--- config.mk ---
export PLATFORM = sky130hd
export DESIGN_NAME = reg_file_sb
export DESIGN_NICKNAME = d
export VERILOG_FILES = /design/src/rtl/reg_file_sb_pkg.sv /design/src/rtl/reg_file_sb_pend_cnt.sv /design/src/rtl/reg_file_sb.sv
export SDC_FILE = /design/constraint.sdc
export NUM_CORES = 2
export LEC_CHECK = 0
export CAP_MARGIN = 40
export CORE_ASPECT_RATIO = 1.75
export CORE_MARGIN = 4
export CORE_UTILIZATION = 35
export DETAILED_ROUTE_END_ITERATION = 6
export REMOVE_ABC_BUFFERS = 1
export SYNTH_ARGS = -nofsm -noshare
export SYNTH_HDL_FRONTEND = slang
export SYNTH_HIERARCHICAL = 1
export SYNTH_SLANG_ARGS = --single-unit
--- constraint.sdc ---
create_clock -name clk -period 9.2 [get_ports clk]
set_input_delay 2.76 -clock clk [delete_from_list [all_inputs] [get_ports clk]]
set_output_delay 2.76 -clock clk [all_outputs]
set_load 0.03 [all_outputs]
--- src/rtl/reg_file_sb_pkg.sv ---
// Shared constants for the architectural register file and its scoreboard.
// Latency: n/a (constants only).
// Backpressure: n/a.
package reg_file_sb_pkg;
  localparam int DATA_W   = 32;  // register width
  localparam int ADDR_W   = 6;   // 2**ADDR_W registers
  localparam int CNT_W    = 2;   // pending-write counter width
  localparam int ZERO_REG = 0;   // GPR r0, hardwired zero
  localparam int FPR_BASE = 32;  // f0; an ordinary writable register
endpackage

--- src/rtl/reg_file_sb_pend_cnt.sv ---
// Per-register pending-write counter: saturating up/down, clear overrides.
// Latency: count updates on the clock edge; full/nz reflect the current count.
// Backpressure: increments at saturation and decrements at zero are ignored.
// Ports: clk, reset_n (async active-low), inc/dec requests, clr (flush),
//        cnt (current count), full (count at max), nz (count non-zero).
module pend_cnt #(
  parameter int CNT_W = 2
) (
  input  logic             clk,
  input  logic             reset_n,
  input  logic             inc,
  input  logic             dec,
  input  logic             clr,
  output logic [CNT_W-1:0] cnt,
  output logic             full,
  output logic             nz
);
  logic incOk;
  logic decOk;

  assign full  = &cnt;
  assign nz    = |cnt;
  assign incOk = inc && !full;
  assign decOk = dec && nz;

  always_ff @(posedge clk or negedge reset_n) begin
    if (!reset_n) begin
      cnt <= '0;
    end else if (clr) begin
      cnt <= '0;
    end else if (incOk && !decOk) begin
      cnt <= cnt + 1'b1;
    end else if (decOk && !incOk) begin
      cnt <= cnt - 1'b1;
    end
  end
endmodule

--- src/rtl/reg_file_sb.sv ---
// Register file (r0 = 0) with write-back bypass and per-register pending-write scoreboard.
// Latency: reads and busy/full flags are combinational; writes and counts update on clk.
// Backpressure: DstFull tells decode to hold issue; violations set sticky SbError.
// Ports: clk, reset_n; write-back RegWBWE/RegWBAddr/RegWBData; read RsAddr/RtAddr -> RsData/RtData;
//        issue IssueWE/IssueDst, Flush; status RsBusy, RtBusy, DstFull, SbError.
module reg_file_sb #(
  parameter int DATA_W = reg_file_sb_pkg::DATA_W,
  parameter int ADDR_W = reg_file_sb_pkg::ADDR_W,
  parameter int CNT_W  = reg_file_sb_pkg::CNT_W
) (
  input  logic              clk,
  input  logic              reset_n,
  input  logic              RegWBWE,
  input  logic [ADDR_W-1:0] RegWBAddr,
  input  logic [DATA_W-1:0] RegWBData,
  input  logic [ADDR_W-1:0] RsAddr,
  input  logic [ADDR_W-1:0] RtAddr,
  output logic [DATA_W-1:0] RsData,
  output logic [DATA_W-1:0] RtData,
  input  logic              IssueWE,
  input  logic [ADDR_W-1:0] IssueDst,
  input  logic              Flush,
  output logic              RsBusy,
  output logic              RtBusy,
  output logic              DstFull,
  output logic              SbError
);
  import reg_file_sb_pkg::*;

  localparam int NREG = 2 ** ADDR_W;
  localparam logic [ADDR_W-1:0] ZADDR = ADDR_W'(ZERO_REG);
  localparam logic [CNT_W-1:0]  ONE   = CNT_W'(1);

  logic [DATA_W-1:0] regs [NREG];
  logic [CNT_W-1:0]  cnt  [NREG];
  logic [NREG-1:0]   cntFull;
  logic [NREG-1:0]   cntNz;
  logic              wbLive;

  // Writes to r0 are dropped everywhere: data, bypass and scoreboard.
  assign wbLive = RegWBWE && (RegWBAddr != ZADDR);

  // Register 0 never has anything in flight.
  assign cnt[0]     = '0;
  assign cntFull[0] = 1'b0;
  assign cntNz[0]   = 1'b0;

  for (genvar gi = 1; gi < NREG; gi++) begin : g_cnt
    pend_cnt #(.CNT_W(CNT_W)) u_pend (
      .clk     (clk),
      .reset_n (reset_n),
      .inc     (IssueWE && (IssueDst == ADDR_W'(gi))),
      .dec     (RegWBWE && (RegWBAddr == ADDR_W'(gi))),
      .clr     (Flush),
      .cnt     (cnt[gi]),
      .full    (cntFull[gi]),
      .nz      (cntNz[gi])
    );
  end

  always_ff @(posedge clk or negedge reset_n) begin
    if (!reset_n) begin
      for (int i = 0; i < NREG; i++) begin
        regs[i] <= '0;
      end
    end else if (wbLive) begin
      regs[RegWBAddr] <= RegWBData;
    end
  end

  // Sticky error: issue against a saturated counter, or a write-back nobody was waiting for.
  always_ff @(posedge clk or negedge reset_n) begin
    if (!reset_n) begin
      SbError <= 1'b0;
    end else if ((IssueWE && DstFull) || (wbLive && !cntNz[RegWBAddr])) begin
      SbError <= 1'b1;
    end
  end

  // Same-cycle write-back is forwarded so decode never sees stale data.
  assign RsData = (RsAddr == ZADDR) ? '0 :
                  (RegWBWE && RegWBAddr == RsAddr) ? RegWBData : regs[RsAddr];
  assign RtData = (RtAddr == ZADDR) ? '0 :
                  (RegWBWE && RegWBAddr == RtAddr) ? RegWBData : regs[RtAddr];

  // The last outstanding write landing this cycle is bypassed, so it does not stall.
  assign RsBusy = cntNz[RsAddr] &&
                  !(RegWBWE && RegWBAddr == RsAddr && cnt[RsAddr] == ONE);
  assign RtBusy = cntNz[RtAddr] &&
                  !(RegWBWE && RegWBAddr == RtAddr && cnt[RtAddr] == ONE);

  // Reflects the current count only; a same-cycle write-back does not relax it.
  assign DstFull = cntFull[IssueDst];
endmodule

Word-level counts from Yosys, hierarchy flattened
Index checks and enable logic that the tools add are counted.
- bits in latches: 0
- bits in writable memories: 0
- word-level logic and storage cells: 1384
- memory bits (read-only): 0
- register bits after elaboration: 2175
- memories kept: 0
- output and inout bits: 68
- multiply operators: 0
- magnitude comparators: 8
- reductions and logical operators: 773
- bitwise operators: 3
- shift operators: 0
- add/sub/neg operators: 126
- equal/unequal tests: 130
- multiplexer cells: 216
- div/mod/pow operators: 0
- operators with widths (kind ; count):
    2048-bit bitwise mux ; 1
    1-bit logical AND ; 388
    2-bit 2-to-1 mux ; 193
    32-bit binary-select mux with 6-bit select ; 2
    6-bit == test, second input constant ; 64
    32-bit 2-to-1 mux ; 9
    32-bit demux with 6-bit select ; 1
    6-bit by 5-bit == test with 1-bit output, second input constant ; 32
    1-bit logical NOT ; 192
    3-bit nonzero test ; 63
    2-bit by 1-bit adder with 2-bit output, second input constant ; 63
    2-bit AND reduction ; 63
    2-bit OR reduction ; 63
    2-bit by 1-bit subtractor with 2-bit output, second input constant ; 63
    6-bit by 4-bit == test with 1-bit output, second input constant ; 16
    6-bit by 3-bit == test with 1-bit output, second input constant ; 8
    6-bit by 7-bit less-than comparator with 1-bit output, second input constant ; 4
    1-bit binary-select mux with 6-bit select ; 4
    2-bit binary-select mux with 6-bit select ; 2
    6-bit by 2-bit == test with 1-bit output, second input constant ; 4
    7-bit greater-or-equal comparator, second input constant ; 3
    6-bit NOT with 7-bit output ; 3
    6-bit by 1-bit == test with 1-bit output, second input constant ; 2
    6-bit == test ; 2
    6 further kinds ; 11

Logic depth before layout (Yosys ltp)
- depth in word-level cells: 8
- gate-level depth with buffers: 12
- mapped depth without buffers: 9

Hierarchy
The synthesis kept the hierarchy.
- modules (own cells, without submodules) (module ; seq. area each (µm²) ; instances ; cells an instance ; area each (µm²)):
    reg_file_sb ; 51274.2 ; 1 ; 8203 ; 113500.1
    pend_cnt ; 50.0 ; 63 ; 13 ; 123.9

Worst setup path before layout
Ideal clock, no wire load.
- path kind: input -> output
- start point: in RegWBAddr[0]
- end point: out RsData[23]
- cell stages on the path: 9
- slack: 1474 ps
- buffers on the path: 3
- arrival time: 4966 ps
- path through: buf_2 buf_2 xnor2_1 nand4_1 nor3_1 clkbuf_1 a221o_1 nor2_1 a31oi_1
- word-level cells in the longest chain between the ends: 4
- ends and longest elaborated chain (item ; line ; RTL):
    from (decl) ; reg_file_sb.sv:14 ; input logic [ADDR_W-1:0] RegWBAddr,
    6-bit == test ; reg_file_sb.sv:82 ; (RegWBWE && RegWBAddr == RsAddr) ? RegWBData : regs[RsAddr];
    1-bit logical AND ; reg_file_sb.sv:82 ;
    32-bit 2-to-1 mux ; reg_file_sb.sv:82 ;
    32-bit 2-to-1 mux ; reg_file_sb.sv:81 ; assign RsData = (RsAddr == ZADDR) ? '0 :
    to (decl) ; reg_file_sb.sv:18 ; output logic [DATA_W-1:0] RsData,
No other way between the ends.

Worst setup path in the final report
- start point: in RtAddr[5]
- end point: out RtData[12]
- word-level cells in the longest chain between the ends: 6
- elaborated cells between the ends (all ways): 9
- classes of those cells: 1 x eq/ne; 5 x mux; 1 x bitwise; 2 x reduce/logical
- ends and longest elaborated chain (item ; line ; RTL):
    from (decl) ; reg_file_sb.sv:17 ; input logic [ADDR_W-1:0] RtAddr,
    6-bit NOT with 7-bit output (implied by the code) ; reg_file_sb.sv:84 ; (RegWBWE && RegWBAddr == RtAddr) ? RegWBData : regs[RtAddr];
    32-bit binary-select mux with 6-bit select ; reg_file_sb.sv:84 ;
    32-bit 2-to-1 mux (implied by the code) (2 in series) ; reg_file_sb.sv:84 ;
    32-bit 2-to-1 mux ; reg_file_sb.sv:84 ;
    32-bit 2-to-1 mux * ; reg_file_sb.sv:83 ; assign RtData = (RtAddr == ZADDR) ? '0 :
    to (decl) ; reg_file_sb.sv:19 ; output logic [DATA_W-1:0] RtData,
Mark *: on every way between the ends. The rest lies on a longest branch, timed or not. The select of a mux whose other input is x is not followed.

==> impl_metrics.sql <==
INSERT INTO impl_metrics (metric_group, metric, value, unit) VALUES
('outcome', 'status', 'finished with violations', ''),
('outcome', 'failed_checks', 'DRC', ''),
('sta', 'final.setup.tns', '0', 'ns'),
('logic_synthesis', 'synth.lib_cells_used.distinct', '68', ''),
('sta', 'fmaxAchievable', '110', 'MHz'),
('die', 'design.die.area', '356000', 'um^2'),
('clock_network', 'cts_htree_levels', '4', ''),
('die', 'placeableCoreArea', '345000', 'um^2'),
('sta', 'timing.slew.headroom', '24.4', '%'),
('grt', 'grt_max_degree', '184', ''),
('finish', 'final_nets', '9041', ''),
('critical_path', 'cp.arrival', '6.34', 'ns'),
('logic_synthesis', 'asyncSetResetFlopFracSynth', '100', '%'),
('sta', 'final.setup_skew', '0.0350', 'ns'),
('route', 'num_vias', '85372', ''),
('clock_network', 'ctsRootBufferMaster', 'clkbuf_16', ''),
('clock_network', 'clk_pin_slew_worst_paths', '0.07', 'ns'),
('pwr', 'power_leakage', '59.9', 'nW'),
('clock_network', 'cts_inserted_buffers', '199', ''),
('critical_path', 'timing.rr.start', 'g_cnt[13].u_pend/cnt[0]', ''),
('finish', 'share_of_layout_cells_above_drive_strength_1', '43.3', '%'),
('finish', 'commonest_non_fill_non_tap_cell_in_the_layout', 'dfrtp_1', ''),
('die', 'number_of_primary_i_o_pins', '129', ''),
('grt', 'grt_first_pass_wirelength', '660000', 'um'),
('critical_path', 'ff2ff_setup_slack', '6.53', 'ns'),
('finish', 'postLayoutCellArea', '137000', 'um^2'),
('logic_synthesis', 'synthCells', '9022', ''),
('clock_network', 'clock_latency_at_the_later_pin_of_the_worst_skew_pair', '0.88', 'ns'),
('clock_network', 'clock_tree.buffer_depth', '4', ''),
('finish', 'layout.cells.most_common_list', 'dfrtp_1, mux2_2, nand2_1', ''),
('job', 'maxCapViolCount', '0', ''),
('grt', 'groute.usage.overall', '25.5', '%'),
('sta', 'timing.final.crit_period', '9.10', 'ns'),
('route', 'drt_first_pass_iters', '7', ''),
('pwr', 'finalPower', '0.0251', 'W'),
('grt', 'antenna_found_initial', '36', ''),
('grt', 'gr-total-overflow', '0', ''),
('route', 'viasPerCell', '6.24', ''),
('finish', 'n_fill_cell', '31810', ''),
('critical_path', 'critPathCaptureType', 'output port', ''),
('clock_network', 'cts.sinks', '2175', ''),
('place', 'io_buffers', '128', ''),
('pwr', 'power_per_cell_area', '183', 'nW/um^2'),
('sta', 'grt_setup_unrepaired', 'false', ''),
('min_path', 'min-delay-start', 'regs[2044]', ''),
('critical_path', 'count_of_cells_along_the_worst_register_to_register_path', '6', ''),
('place', 'detailed_place_hpwl', '300000', 'um'),
('die', 'floorplan.initialDensity', '35.2', '%'),
('min_path', 'timing.hold.worst_path_depth', '0', ''),
('min_path', 'min_delay_worst_endpoint', 'regs[2044]', ''),
('logic_synthesis', 'synth_edf_count', '0', ''),
('sta', 'hold_viol', '0', ''),
('critical_path', 'timing.rr.end', 'SbError', ''),
('min_path', 'timing.hold.worst.class', 'flip-flop to flip-flop', ''),
('logic_synthesis', 'postSynthRegisterBits', '2175', ''),
('logic_synthesis', 'primary_ff_master_synth', 'dfrtp_1', ''),
('logic_synthesis', 'postSynthAreaPerCell', '13.4', 'um^2'),
('critical_path', 'critical_path.max_fanout', '20', ''),
('route', 'ant_nets', '0', ''),
('grt', 'first_global_vias', '89378', ''),
('critical_path', 'critical_path_required', '6.44', 'ns'),
('pwr', 'worst_ir_drop_vdd', '0.165', 'mV'),
('sta', 'timing.final.setup_violations', '0', ''),
('place', 'place_congestion', '0.960', ''),
('logic_synthesis', 'yosys_warnings', '6', ''),
('sta', 'max_slew.worst_pin.slew', '1.13', 'ns'),
('route', 'wl', '462000', 'um'),
('clock_network', 'cts_tree', 'yes', ''),
('critical_path', 'criticalPathCategory', 'input pin to output port', ''),
('route', 'average_routed_wire_per_standard_cell', '33.8', 'um'),
('die', 'row_count', '285', ''),
('route', 'residual_drc', '3', ''),
('sta', 'timing_max_transition_violations_final', '0', ''),
('die', 'floorplan.die.width', '453', 'um'),
('route', 'drt-initial-drc-count', '8735', ''),
('sta', 'finalCritPeriodShare', '98.9', '%'),
('die', 'die_h', '787', 'um'),
('critical_path', 'cp-start-kind', 'input pin', ''),
('logic_synthesis', 'synth-seq-area-share', '44.9', '%'),
('clock_network', 'post-cts-setup-buffer-count', '0', ''),
('place', 'dpl-instance-area', '130000', 'um^2'),
('finish', 'relative_area_change_from_synthesis_to_final_layout', '13.0', '%'),
('logic_synthesis', 'mappedNetlistArea', '121000', 'um^2');
[what timing repair did]
item | 4_1_cts | 5_1_grt
gates resized for setup | 0 | 1
endpoints found under the setup margin | 0 | 1
hold buffers | 0 | 0
[critical path: stages]
cell and delay [ns]:
clkdlybuf4s50_1 0.82, buf_4 0.24, xnor2_1 0.12, nand2_1 0.10, nor3_2 0.36, buf_4 0.59, a211oi_1 0.25, a21oi_1 0.62
buf_4 0.24, buf_12 0.11
[through the flow]
step / std cells / util (%) / setup WS, ns / hold WS (ns)
after floorplan: 8115 / - / 0.691 / 0.365
after global placement: 13272 / 37.6 / 0.0723 / 0.376
after detailed placement: 13308 / 37.8 / 0.132 / 0.384
after CTS: 13658 / 39.7 / 0.117 / 0.399
after global routing: 13662 / 39.7 / 0.151 / 0.412
final: 13673 / 39.7 / 0.101 / 0.396
[power by group]
part           switching (W)  total, W  internal (W)
combinational        0.00212   0.00466       0.00254
sequential          0.000916    0.0117        0.0107
clock                0.00388   0.00877       0.00489
total                0.00692    0.0251        0.0182
[sequential cells by signal, indices dropped and copies added, names as in the netlist]
| name | count |
|---|---|
| SbError | 1 |
| g_cnt.u_pend/cnt | 126 |
| regs | 2048 |
[cells in the mapped netlist (all sizes together) (39+ instances only)]
cell    instances  area [um^2]
dfrtp        2175        54400
a22oi         108          811
nor2b          84          526
nand2        1366         5130
or3            68          425
mux2         1642        18500
nand3          53          270
mux2i         126         1260
ha             63          788
or2            64          400
xor2          128         1120
o21ai         142          711
mux4         1245        28100
nor2          221          850
a21oi         193          966
buf           422         2070
o22ai          39          244
clkbuf        485         1820
and2           72          529
[logic make-up (layout without fill, tap and decap cells)]
family                   after synthesis  in the layout  share of synthesized area [%]
adder cells (fa/ha/maj)               63             63                          0.650
flip-flops                          2175           2175                           44.9
XOR/XNOR                             138            138                          0.996
buffers and inverters                933            977                           3.28
AO/OA/AOI/OAI                        691            691                           3.62
AND/OR/NAND/NOR                     2009           2009                           7.16
other                                  0             15                              0
multiplexers                        3013           3013                           39.4
[worst max-delay path by stage]
| stage | from | end | slack [ns] | depth (start not counted) |
|---|---|---|---|---|
| after floorplan | RsAddr[3] | RsData[28] | 0.69 | 6 |
| after global placement | RsAddr[1] | RsData[15] | 0.07 | 10 |
| after detailed placement | RsAddr[1] | RsData[15] | 0.13 | 10 |
| after CTS | RsAddr[1] | RsData[15] | 0.12 | 10 |
| after global routing | RsAddr[1] | RsData[15] | 0.15 | 10 |
| final | RtAddr[5] | RtData[12] | 0.10 | 10 |
[per-layer routing]
metal	vias to the layer above	global-route usage [%]	part of all wire [%]
met2	4787	41.5	48
li1	33276	-	-
met5	-	0	0.034
met3	1692	4.86	7.9
met4	26	19.8	9.4
met1	45591	29.4	35
[layout make-up]
| cell class | count | area, um^2 | area share, % |
|---|---|---|---|
| timing repair buffer | 601 | 6740 | 4.92 |
| clock buffer | 299 | 5850 | 4.27 |
| multi-input combinational | 5914 | 63400 | 46.2 |
| sequential | 2175 | 54400 | 39.7 |
| tap | 4592 | 5750 | 4.19 |
| inverter | 26 | 103 | 0.0749 |
| clock inverter | 51 | 749 | 0.547 |
| antenna | 15 | 37.5 | 0.0274 |
Power figures use the tool's default switching activity.
